## src/rtl/mem_access_unit.sv

```systemverilog
// mem_access_unit: multi-cycle LA32R load/store unit with alignment check and sub-word read-modify-write.
// Define MEM_ACCESS_BYTE_WE_EN for a byte-strobed RAM (adds ram_wstrb, removes the RMW phase).
module mem_access_unit #(
  parameter int ADDR_WIDTH  = 16,
  parameter int RAM_AWIDTH  = 16,
  parameter int RAM_LATENCY = 0
) (
  input  logic                  clk,
  input  logic                  rst,
  input  logic                  req_valid,
  output logic                  req_ready,
  input  logic                  req_we,
  input  logic [1:0]            req_size,
  input  logic                  req_unsigned,
  input  logic [ADDR_WIDTH-1:0] req_addr,
  input  logic [31:0]           req_wdata,
  output logic                  resp_valid,
  output logic [31:0]           resp_rdata,
  output logic                  resp_ale,
  output logic [RAM_AWIDTH-1:0] ram_a,
  output logic [31:0]           ram_d,
  output logic                  ram_we,
  input  logic [31:0]           ram_spo
`ifdef MEM_ACCESS_BYTE_WE_EN
  ,
  output logic [3:0]            ram_wstrb
`endif
);
  typedef enum logic [1:0] {IDLE, READ, WRITE, RESP} state_t;
  state_t                r_state, w_next;
  logic                  r_we, r_uns, r_ale;
  logic [1:0]            r_size, r_lane, r_cnt;
  logic [31:0]           r_word, r_ram_d;
  logic [RAM_AWIDTH-1:0] r_ram_a;
  logic                  w_acc, w_ale, w_last, w_direct;
  logic [7:0]            w_b;
  logic [15:0]           w_h;
  logic [31:0]           w_ext;
`ifdef MEM_ACCESS_BYTE_WE_EN
  logic [3:0]            r_strb;
  assign w_direct = req_we;
`else
  logic [15:0]           r_wdata;
  logic [31:0]           w_merge;
  assign w_direct = req_we && req_size == 2'd2;
  // replace only the addressed lane of the freshly read word
  assign w_merge = r_size == 2'd0
    ? (ram_spo & ~(32'hFF << {r_lane, 3'b0})) | (32'(r_wdata[7:0]) << {r_lane, 3'b0})
    : (ram_spo & ~(32'hFFFF << {r_lane[1], 4'b0})) | (32'(r_wdata) << {r_lane[1], 4'b0});
`endif
  assign w_acc  = req_valid && r_state == IDLE;
  assign w_ale  = req_size == 2'd3 || (req_size == 2'd1 && req_addr[0]) ||
                  (req_size == 2'd2 && req_addr[1:0] != 2'd0);
  assign w_last = r_state == READ && r_cnt == 2'(RAM_LATENCY);
  assign w_b    = 8'(r_word >> {r_lane, 3'b0});
  assign w_h    = 16'(r_word >> {r_lane[1], 4'b0});
  assign w_ext  = r_size == 2'd0 ? {{24{~r_uns & w_b[7]}}, w_b} :
                  r_size == 2'd1 ? {{16{~r_uns & w_h[15]}}, w_h} : r_word;
  always_comb begin
    w_next     = r_state;
    req_ready  = r_state == IDLE;
    resp_valid = r_state == RESP;
    resp_ale   = r_state == RESP && r_ale;
    resp_rdata = (r_state == RESP && !r_ale && !r_we) ? w_ext : 32'd0;
    ram_we     = r_state == WRITE;
    ram_a      = r_ram_a;
    ram_d      = r_ram_d;
`ifdef MEM_ACCESS_BYTE_WE_EN
    ram_wstrb  = r_state == WRITE ? r_strb : 4'd0;
`endif
    case (r_state)
      IDLE:    w_next = !w_acc ? IDLE : w_ale ? RESP : w_direct ? WRITE : READ;
      READ:    w_next = !w_last ? READ : r_we ? WRITE : RESP;
      WRITE:   w_next = RESP;
      default: w_next = IDLE;
    endcase
  end
  always_ff @(posedge clk or posedge rst) begin
    if (rst) begin
      r_state <= IDLE;
      r_we    <= 1'b0;
      r_uns   <= 1'b0;
      r_ale   <= 1'b0;
      r_size  <= 2'd0;
      r_lane  <= 2'd0;
      r_cnt   <= 2'd0;
      r_word  <= 32'd0;
      r_ram_d <= 32'd0;
      r_ram_a <= '0;
`ifdef MEM_ACCESS_BYTE_WE_EN
      r_strb  <= 4'd0;
`else
      r_wdata <= 16'd0;
`endif
    end else begin
      r_state <= w_next;
      if (r_state == READ) r_cnt <= r_cnt + 2'd1;
      if (w_acc) begin
        r_we   <= req_we;
        r_size <= req_size;
        r_uns  <= req_unsigned;
        r_lane <= req_addr[1:0];
        r_ale  <= w_ale;
        r_cnt  <= 2'd0;
        if (!w_ale) r_ram_a <= RAM_AWIDTH'(req_addr[ADDR_WIDTH-1:2]);
`ifdef MEM_ACCESS_BYTE_WE_EN
        if (!w_ale && req_we) begin
          r_ram_d <= req_size == 2'd0 ? {4{req_wdata[7:0]}} :
                     req_size == 2'd1 ? {2{req_wdata[15:0]}} : req_wdata;
          r_strb  <= req_size == 2'd0 ? 4'b0001 << req_addr[1:0] :
                     req_size == 2'd1 ? 4'b0011 << {req_addr[1], 1'b0} : 4'b1111;
        end
`else
        r_wdata <= req_wdata[15:0];
        if (!w_ale && w_direct) r_ram_d <= req_wdata;
`endif
      end
      if (w_last) begin
        r_word <= ram_spo;
`ifndef MEM_ACCESS_BYTE_WE_EN
        if (r_we) r_ram_d <= w_merge;
`endif
      end
    end
  end
endmodule

```

## config.mk

```make
export PLATFORM = sky130hd
export DESIGN_NAME = mem_access_unit
export DESIGN_NICKNAME = d
export VERILOG_FILES = /design/src/rtl/mem_access_unit.sv
export SDC_FILE = /design/constraint.sdc
export NUM_CORES = 1
export LEC_CHECK = 0
export CAP_MARGIN = 10
export CELL_PAD_IN_SITES_DETAIL_PLACEMENT = 0
export CELL_PAD_IN_SITES_GLOBAL_PLACEMENT = 1
export CORE_MARGIN = 5
export CORE_UTILIZATION = 49
export DETAILED_ROUTE_END_ITERATION = 12
export DONT_BUFFER_PORTS = 1
export PLACE_DENSITY_LB_ADDON = 0.05
export SLEW_MARGIN = 20
export SYNTH_ARGS = -nofsm -noshare
export SYNTH_HDL_FRONTEND = slang
export SYNTH_SLANG_ARGS = --single-unit
```

## constraint.sdc

```tcl
create_clock -name clk -period 4.9 [get_ports clk]
set_clock_uncertainty 0.15 [all_clocks]
set_input_delay 1.47 -clock clk [delete_from_list [all_inputs] [get_ports clk]]
set_output_delay 1.47 -clock clk [all_outputs]
set_load 0.03 [all_outputs]
```

==> results.sh, run 1 <==
export IMPL_fill_cells=1024
export IMPL_synthArstFlopShare_pct=100.0
export IMPL_critPathLaunchType="flip-flop"
export IMPL_pin_count=171
export IMPL_antenna_found_initial=0
export IMPL_final_util_pct=53.81
export IMPL_min_period_ns=4.352
export IMPL_root_buffer="clkbuf_16"
export IMPL_hp_class="reg -> reg"
export IMPL_synth_edff_count=0
export IMPL_core_area_um2=11320
export IMPL_met3_usage_pct=8.175
export IMPL_grt_overflow_total=0
export IMPL_p_sw_uw=2081
export IMPL_worstRegToRegCells=4
export IMPL_postCtsHoldBufs=0
export IMPL_clock_sinks=105
export IMPL_hold_viol=0
export IMPL_route_detailed_wl_per_inst_um=23.99
export IMPL_vias=4073
export IMPL_grt_pass1_vias=4045
export IMPL_cp_slowest_stage_delay_ns=0.97
export IMPL_status="finished, final reports clean"
export IMPL_relSlewSlack_pct=37.25
export IMPL_setup_tns_ns=0
export IMPL_cts_resized=0
export IMPL_p_leak_uw=0.002872
export IMPL_switching_share_pct=45.68
export IMPL_worst_slew_pin_slew_ns=0.9372
export IMPL_rsz0062_at_grt="false"
export IMPL_design_area_um2=6092
export IMPL_core_rowCount=39
export IMPL_grt_max_degree=54
export IMPL_place_area_um2=5799
export IMPL_arrival_ns=2.73
export IMPL_cts_buffer_depth=2
export IMPL_cts_buffers=9
export IMPL_initial_core_util_pct=49.71
export IMPL_p_seq_share_pct=48.4
export IMPL_drive_gt1_share_pct=23.97
export IMPL_regArea_um2=2628
export IMPL_timing_fmax_ghz=0.2298
export IMPL_critical_path_required_ns=3.28
export IMPL_synth_area_leader_cell="dfrtp_1"
export IMPL_diodes=0
export IMPL_synth_seq_area_share_pct=46.69
export IMPL_synth_area_leaders="dfrtp_1, mux2_2, mux2i_1, nand2_1, o21ai_0"
export IMPL_drv_slew=0
export IMPL_synth_ff_type="dfrtp_1"
export IMPL_drc=0
export IMPL_yosysUniqueCellTypes=46
export IMPL_timing_hold_ws_ns=0.3688
export IMPL_die_x_um=117.2
export IMPL_critical_path_class="reg -> out"
export IMPL_crit_buf_inv=0
export IMPL_slowest_stage="nor4b_4"
export IMPL_syn_area_um2=5628
export IMPL_routabilityCongestion=0.8557
export IMPL_dieArea_um2=13730
export IMPL_post_route_period_util_pct=88.82
export IMPL_internal_power_uw=2475
export IMPL_critical_path_depth=3
export IMPL_setup_viol=0
export IMPL_numPortBuffers=0
export IMPL_die_y_um=117.2
export IMPL_hpwl_um=11680
export IMPL_cts_setup_buffers=0
export IMPL_p_total_uw=4556
export IMPL_first_pass_iters=4
export IMPL_cts_clk_slew_worst_paths_ns=0.08
export IMPL_grt_use_met2_pct=36.20
export IMPL_endpoint_kind="output port"
export IMPL_cts_tree="done"
export IMPL_yosysWarnings=0
export IMPL_ir_drop_mv=0.4794
export IMPL_clock_latency_ns=0.35
export IMPL_grtUsageMet1_pct=31.24
export IMPL_whs_path_depth=2
export IMPL_final_nets=592
export IMPL_powerDensity_nw_per_um2=747.9
export IMPL_synth_top_area_share_pct=46.69
export IMPL_clkPwrFrac_pct=15.7
export IMPL_via_per_inst=6.247
export IMPL_maxCapViolCount=0
export IMPL_ant_nets=0
export IMPL_synthCells=507
export IMPL_grt_usage_pct=23.26
export IMPL_synth_seq_cells=105
export IMPL_grt_pass1_wl_um=23920
export IMPL_combPwrFrac_pct=35.9
export IMPL_multi_input_area_um2=2765
export IMPL_avgSynthCellArea_um2=11.10
export IMPL_drt_wl_total_um=15640
export IMPL_crit_fanout=16
export IMPL_area_growth_pct=8.248
export IMPL_busiest_layer="met2"
export IMPL_first_iter_violations=274
export IMPL_critPathTopFamily="simple AND/OR/NAND/NOR gates"
export IMPL_htreeDepth=3
export IMPL_crit_chain="nand4bb_1 -> nor4b_4 -> a21o_1"
sequential cells by signal, indices dropped and copies added, names as in the netlist:
signal   flops
r_cnt        2
ram_a       14
r_word      32
r_ale        1
r_wdata     16
r_uns        1
r_lane       2
r_we         1
r_size       2
ram_d       32
r_state      2
cell type report:
type | instances | area share (%)
clock inverter | 7 | 1.109
clock buffer | 9 | 3.697
multi-input combinational | 352 | 45.39
tap | 143 | 2.937
timing repair buffer | 24 | 2.957
sequential | 105 | 43.13
inverter | 12 | 0.7804
cells in the mapped netlist, types with 2 or more instances:
library cell	count
a211oi_1	7
nor4b_1	7
mux2i_1	64
a21o_1	17
nand3_1	4
buf_2	20
nor3b_1	2
nand2_1	55
dfrtp_1	105
nor2b_1	4
nor3_1	3
a31oi_1	15
o21ai_0	36
buf_4	4
o22ai_1	7
mux4_2	2
o32ai_1	8
mux2_2	73
clkbuf_1	13
nor2_1	9
a221oi_1	7
a21oi_1	10
inv_1	12
path summary, 6_finish.rpt:
check	from	to	slack (ns)
max in group asynchronous	rst	r_wdata[10]$_DFFE_PP0N_	2.82
hold reg to reg	r_cnt[0]$_DFFE_PP0P_	r_cnt[0]$_DFFE_PP0P_	0.37
setup reg to reg	r_size[0]$_DFFE_PP0N_	ram_d[12]$_DFF_PP0_	2.44
min in group asynchronous	rst	ram_d[23]$_DFF_PP0_	0.94
hold / removal	r_cnt[0]$_DFFE_PP0P_	r_cnt[0]$_DFFE_PP0P_	0.37
setup / recovery	r_state[0]$_DFF_PP0_	resp_rdata[25]	0.55
cells in the final DEF (no fill, tap or decap), types with 10 or more instances in the layout:
cell	netlist	routed
a21o_1	17	17
a21oi_1	10	10
a31oi_1	15	15
buf_4	4	24
dfrtp_1	105	105
inv_1	12	11
mux2_2	73	73
mux2i_1	64	64
nand2_1	55	55
o21ai_0	36	36
through the flow:
step,setup WS (ns),cells
after floorplan,0.5195,508
after global placement,1.036,636
after detailed placement,0.9343,636
after CTS,0.5458,652
after global routing,0.3881,652
final,0.5478,652
layer usage:
layer  vias to the layer above  share of wire, %
met5                         -                 0
met4                         0               1.5
met3                        13               9.1
met2                       153                48
met1                      2050                42
li1                       1857                 -
cells by family (layout without fill, tap and decap cells):
kind of cell / Yosys count / in the layout / synth area share [%]
buffers and inverters: 51 / 52 / 4.246
AND/OR/NAND/NOR: 94 / 94 / 8.648
flip-flops: 105 / 105 / 46.69
other: 1 / 2 / 0.06663
adder cells (fa/ha/maj): 1 / 1 / 0.2223
multiplexers: 139 / 139 / 26.79
AO/OA/AOI/OAI: 116 / 116 / 13.34
worst min-delay path, stage by stage (launching register included):
cell and delay (ns):
dfrtp_1 0.35, nor2_1 0.05, nor2_1 0.08
power groups by stage:
| stage | logic [uW] | registers [uW] | clock network [uW] |
|---|---|---|---|
| after floorplan | 1480 | 1950 | 0 |
| after global placement | 1610 | 2220 | 0 |
| after detailed placement | 1640 | 2230 | 0 |
| after CTS | 1650 | 2210 | 737 |
| after global routing | 1810 | 2270 | 778 |
| final | 1640 | 2200 | 716 |
No activity file was read; power rests on OpenSTA's default activity.
==> run 2: changes to the inputs <==
--- a/config.mk
+++ b/config.mk
@@ -8,6 +8,7 @@
 export CAP_MARGIN = 10
 export CELL_PAD_IN_SITES_DETAIL_PLACEMENT = 0
 export CELL_PAD_IN_SITES_GLOBAL_PLACEMENT = 1
+export CORE_ASPECT_RATIO = 0.75
 export CORE_MARGIN = 5
 export CORE_UTILIZATION = 49
 export DETAILED_ROUTE_END_ITERATION = 12
==> constraint.sdc (replaced) <==
create_clock -name clk -period 4.1 [get_ports clk]
set_clock_uncertainty 0.15 [all_clocks]
set_input_delay 1.23 -clock clk [delete_from_list [all_inputs] [get_ports clk]]
set_output_delay 1.23 -clock clk [all_outputs]
set_load 0.03 [all_outputs]
==> results.sh, run 2 (synthesis gave the netlist of run 1 again) <==
export IMPL_status="finished, final reports clean"
export IMPL_fill_cells=999
export IMPL_core_rowCount=33
export IMPL_die_x_um=133.8
export IMPL_dieArea_um2=13750
export IMPL_hold_viol=0
export IMPL_timing_hold_ws_ns=0.3602
export IMPL_area_growth_pct=9.493
export IMPL_fin_ws_ns=0.2206
export IMPL_cp_slowest_stage_delay_ns=0.57
export IMPL_slowest_stage="nand3_1"
export IMPL_timing_fmax_ghz=0.2578
export IMPL_via_per_inst=6.274
export IMPL_layout_commonest_cell="dfrtp_1"
export IMPL_hpwl_um=11920
export IMPL_critPathLaunchType="flip-flop"
export IMPL_drc=0
export IMPL_hp_class="reg -> reg"
export IMPL_first_pass_iters=5
export IMPL_cpMostUsedCell="buf_4"
export IMPL_routabilityCongestion=0.8968
export IMPL_first_iter_violations=353
export IMPL_setup_tns_ns=0
export IMPL_powerDensity_nw_per_um2=889.2
export IMPL_relSlewSlack_pct=44.96
export IMPL_cts_resized=0
export IMPL_met3_usage_pct=5.951
export IMPL_crit_chain="inv_1 -> nand3_1 -> buf_4 -> mux2i_1 -> o21ai_0 -> buf_4"
export IMPL_cts_buffer_depth=2
export IMPL_ir_drop_mv=0.4477
export IMPL_post_route_period_util_pct=94.62
export IMPL_final_util_pct=55.69
export IMPL_grt_usage_pct=23.13
export IMPL_htreeDepth=3
export IMPL_critical_path_required_ns=2.72
export IMPL_clock_sinks=105
export IMPL_maxCapViolCount=0
export IMPL_postCtsHoldBufs=0
export IMPL_vias=4116
export IMPL_critical_path_class="reg -> out"
export IMPL_diodes=0
export IMPL_die_y_um=102.8
export IMPL_grt_max_degree=46
export IMPL_arrival_ns=2.50
export IMPL_ant_nets=0
export IMPL_final_cell_mix="dfrtp_1, mux2_2, mux2i_1"
export IMPL_crit_fanout=12
export IMPL_final_nets=599
export IMPL_setup_viol=0
export IMPL_p_leak_uw=0.002905
export IMPL_core_area_um2=11070
export IMPL_min_period_ns=3.879
export IMPL_route_detailed_wl_per_inst_um=24.18
export IMPL_numPortBuffers=0
export IMPL_cts_setup_buffers=0
export IMPL_cts_clk_slew_worst_paths_ns=0.07
export IMPL_grt_overflow_total=0
export IMPL_antenna_found_initial=0
export IMPL_endpoint_kind="output port"
export IMPL_root_buffer="clkbuf_16"
export IMPL_busiest_layer="met2"
export IMPL_drv_slew=0
export IMPL_rsz0062_at_grt="false"
export IMPL_grt_pass1_wl_um=24470
export IMPL_worst_slew_pin_slew_ns=0.8239
export IMPL_grt_pass1_vias=4063
export IMPL_drive_gt1_share_pct=25.00
export IMPL_cts_tree="done"
export IMPL_grtUsageMet1_pct=33.35
export IMPL_pre_cts_slack_ns=0.6722
export IMPL_grt_use_met2_pct=35.66
export IMPL_initial_core_util_pct=50.86
export IMPL_drt_wl_total_um=15860
export IMPL_pin_count=171
export IMPL_clock_latency_ns=0.35
export IMPL_cts_buffers=9
run 2: cell types whose count changed in the layout (fill, tap and decap cells not counted), sizes merged:
cell,before,now
clkinvlp,0,2
clkinv,2,3
inv,17,14
buf,24,31
run 2: path summary, 6_finish.rpt:
| check | depth (start not counted) | to | startpoint | slack (ns) |
|---|---|---|---|---|
| setup / recovery | 6 | resp_rdata[14] | r_size[1]$_DFFE_PP0N_ | 0.22 |
| hold / removal | 1 | r_cnt[1]$_DFFE_PP0P_ | r_cnt[1]$_DFFE_PP0P_ | 0.36 |
| setup reg to reg | 5 | ram_d[7]$_DFF_PP0_ | r_state[0]$_DFF_PP0_ | 1.74 |
| hold reg to reg | 1 | r_cnt[1]$_DFFE_PP0P_ | r_cnt[1]$_DFFE_PP0P_ | 0.36 |
| max in group asynchronous | 3 | ram_a[13]$_DFFE_PP0P_ | rst | 2.15 |
| min in group asynchronous | 1 | ram_d[2]$_DFF_PP0_ | rst | 0.74 |
run 2: final cells by class:
type,count,area [um2],area share [%]
multi-input cells,352,2765,44.87
flip-flops and latches,105,2628,42.64
repair buffers,31,245.2,3.980
clock buffers,9,225.2,3.655
well taps,140,175.2,2.843
clock inverters,7,75.07,1.218
inverters,12,48.80,0.7919
run 2: metal layers:
| layer | vias to the layer above | part of all wire (%) | wire [um] |
|---|---|---|---|
| met5 | - | 0 | 0 |
| met4 | 0 | 1.1 | 181 |
| met3 | 16 | 8.8 | 1390 |
| met2 | 179 | 45 | 7176 |
| met1 | 2062 | 45 | 7113 |
| li1 | 1859 | - | - |
run 2: through the flow:
| stage | instance area, um2 | cells | total power, uW |
|---|---|---|---|
| 6_report | 6162 | 656 | 5480 |
| 3_3_place_gp | 5862 | 640 | 4593 |
| 4_1_cts | 6162 | 656 | 5491 |
| 3_5_place_dp | 5862 | 640 | 4631 |
| 2_1_floorplan | 5635 | 508 | 4094 |
| 5_1_grt | 6162 | 656 | 5816 |
run 2: power by group:
group / switching (uW) / internal [uW] / total [uW]
combinational: 1060 / 992 / 2050
clock: 424 / 430 / 855
sequential: 1010 / 1560 / 2580
run 2: worst max-delay path: cells and delay by family (launching register included):
kind,cells,cell delay (ns)
muxes,1,0.12
buffers and inverters,3,0.78
and+or+nand+nor,1,0.57
AOI/OAI and AO/OA,1,0.18
DFF,1,0.51
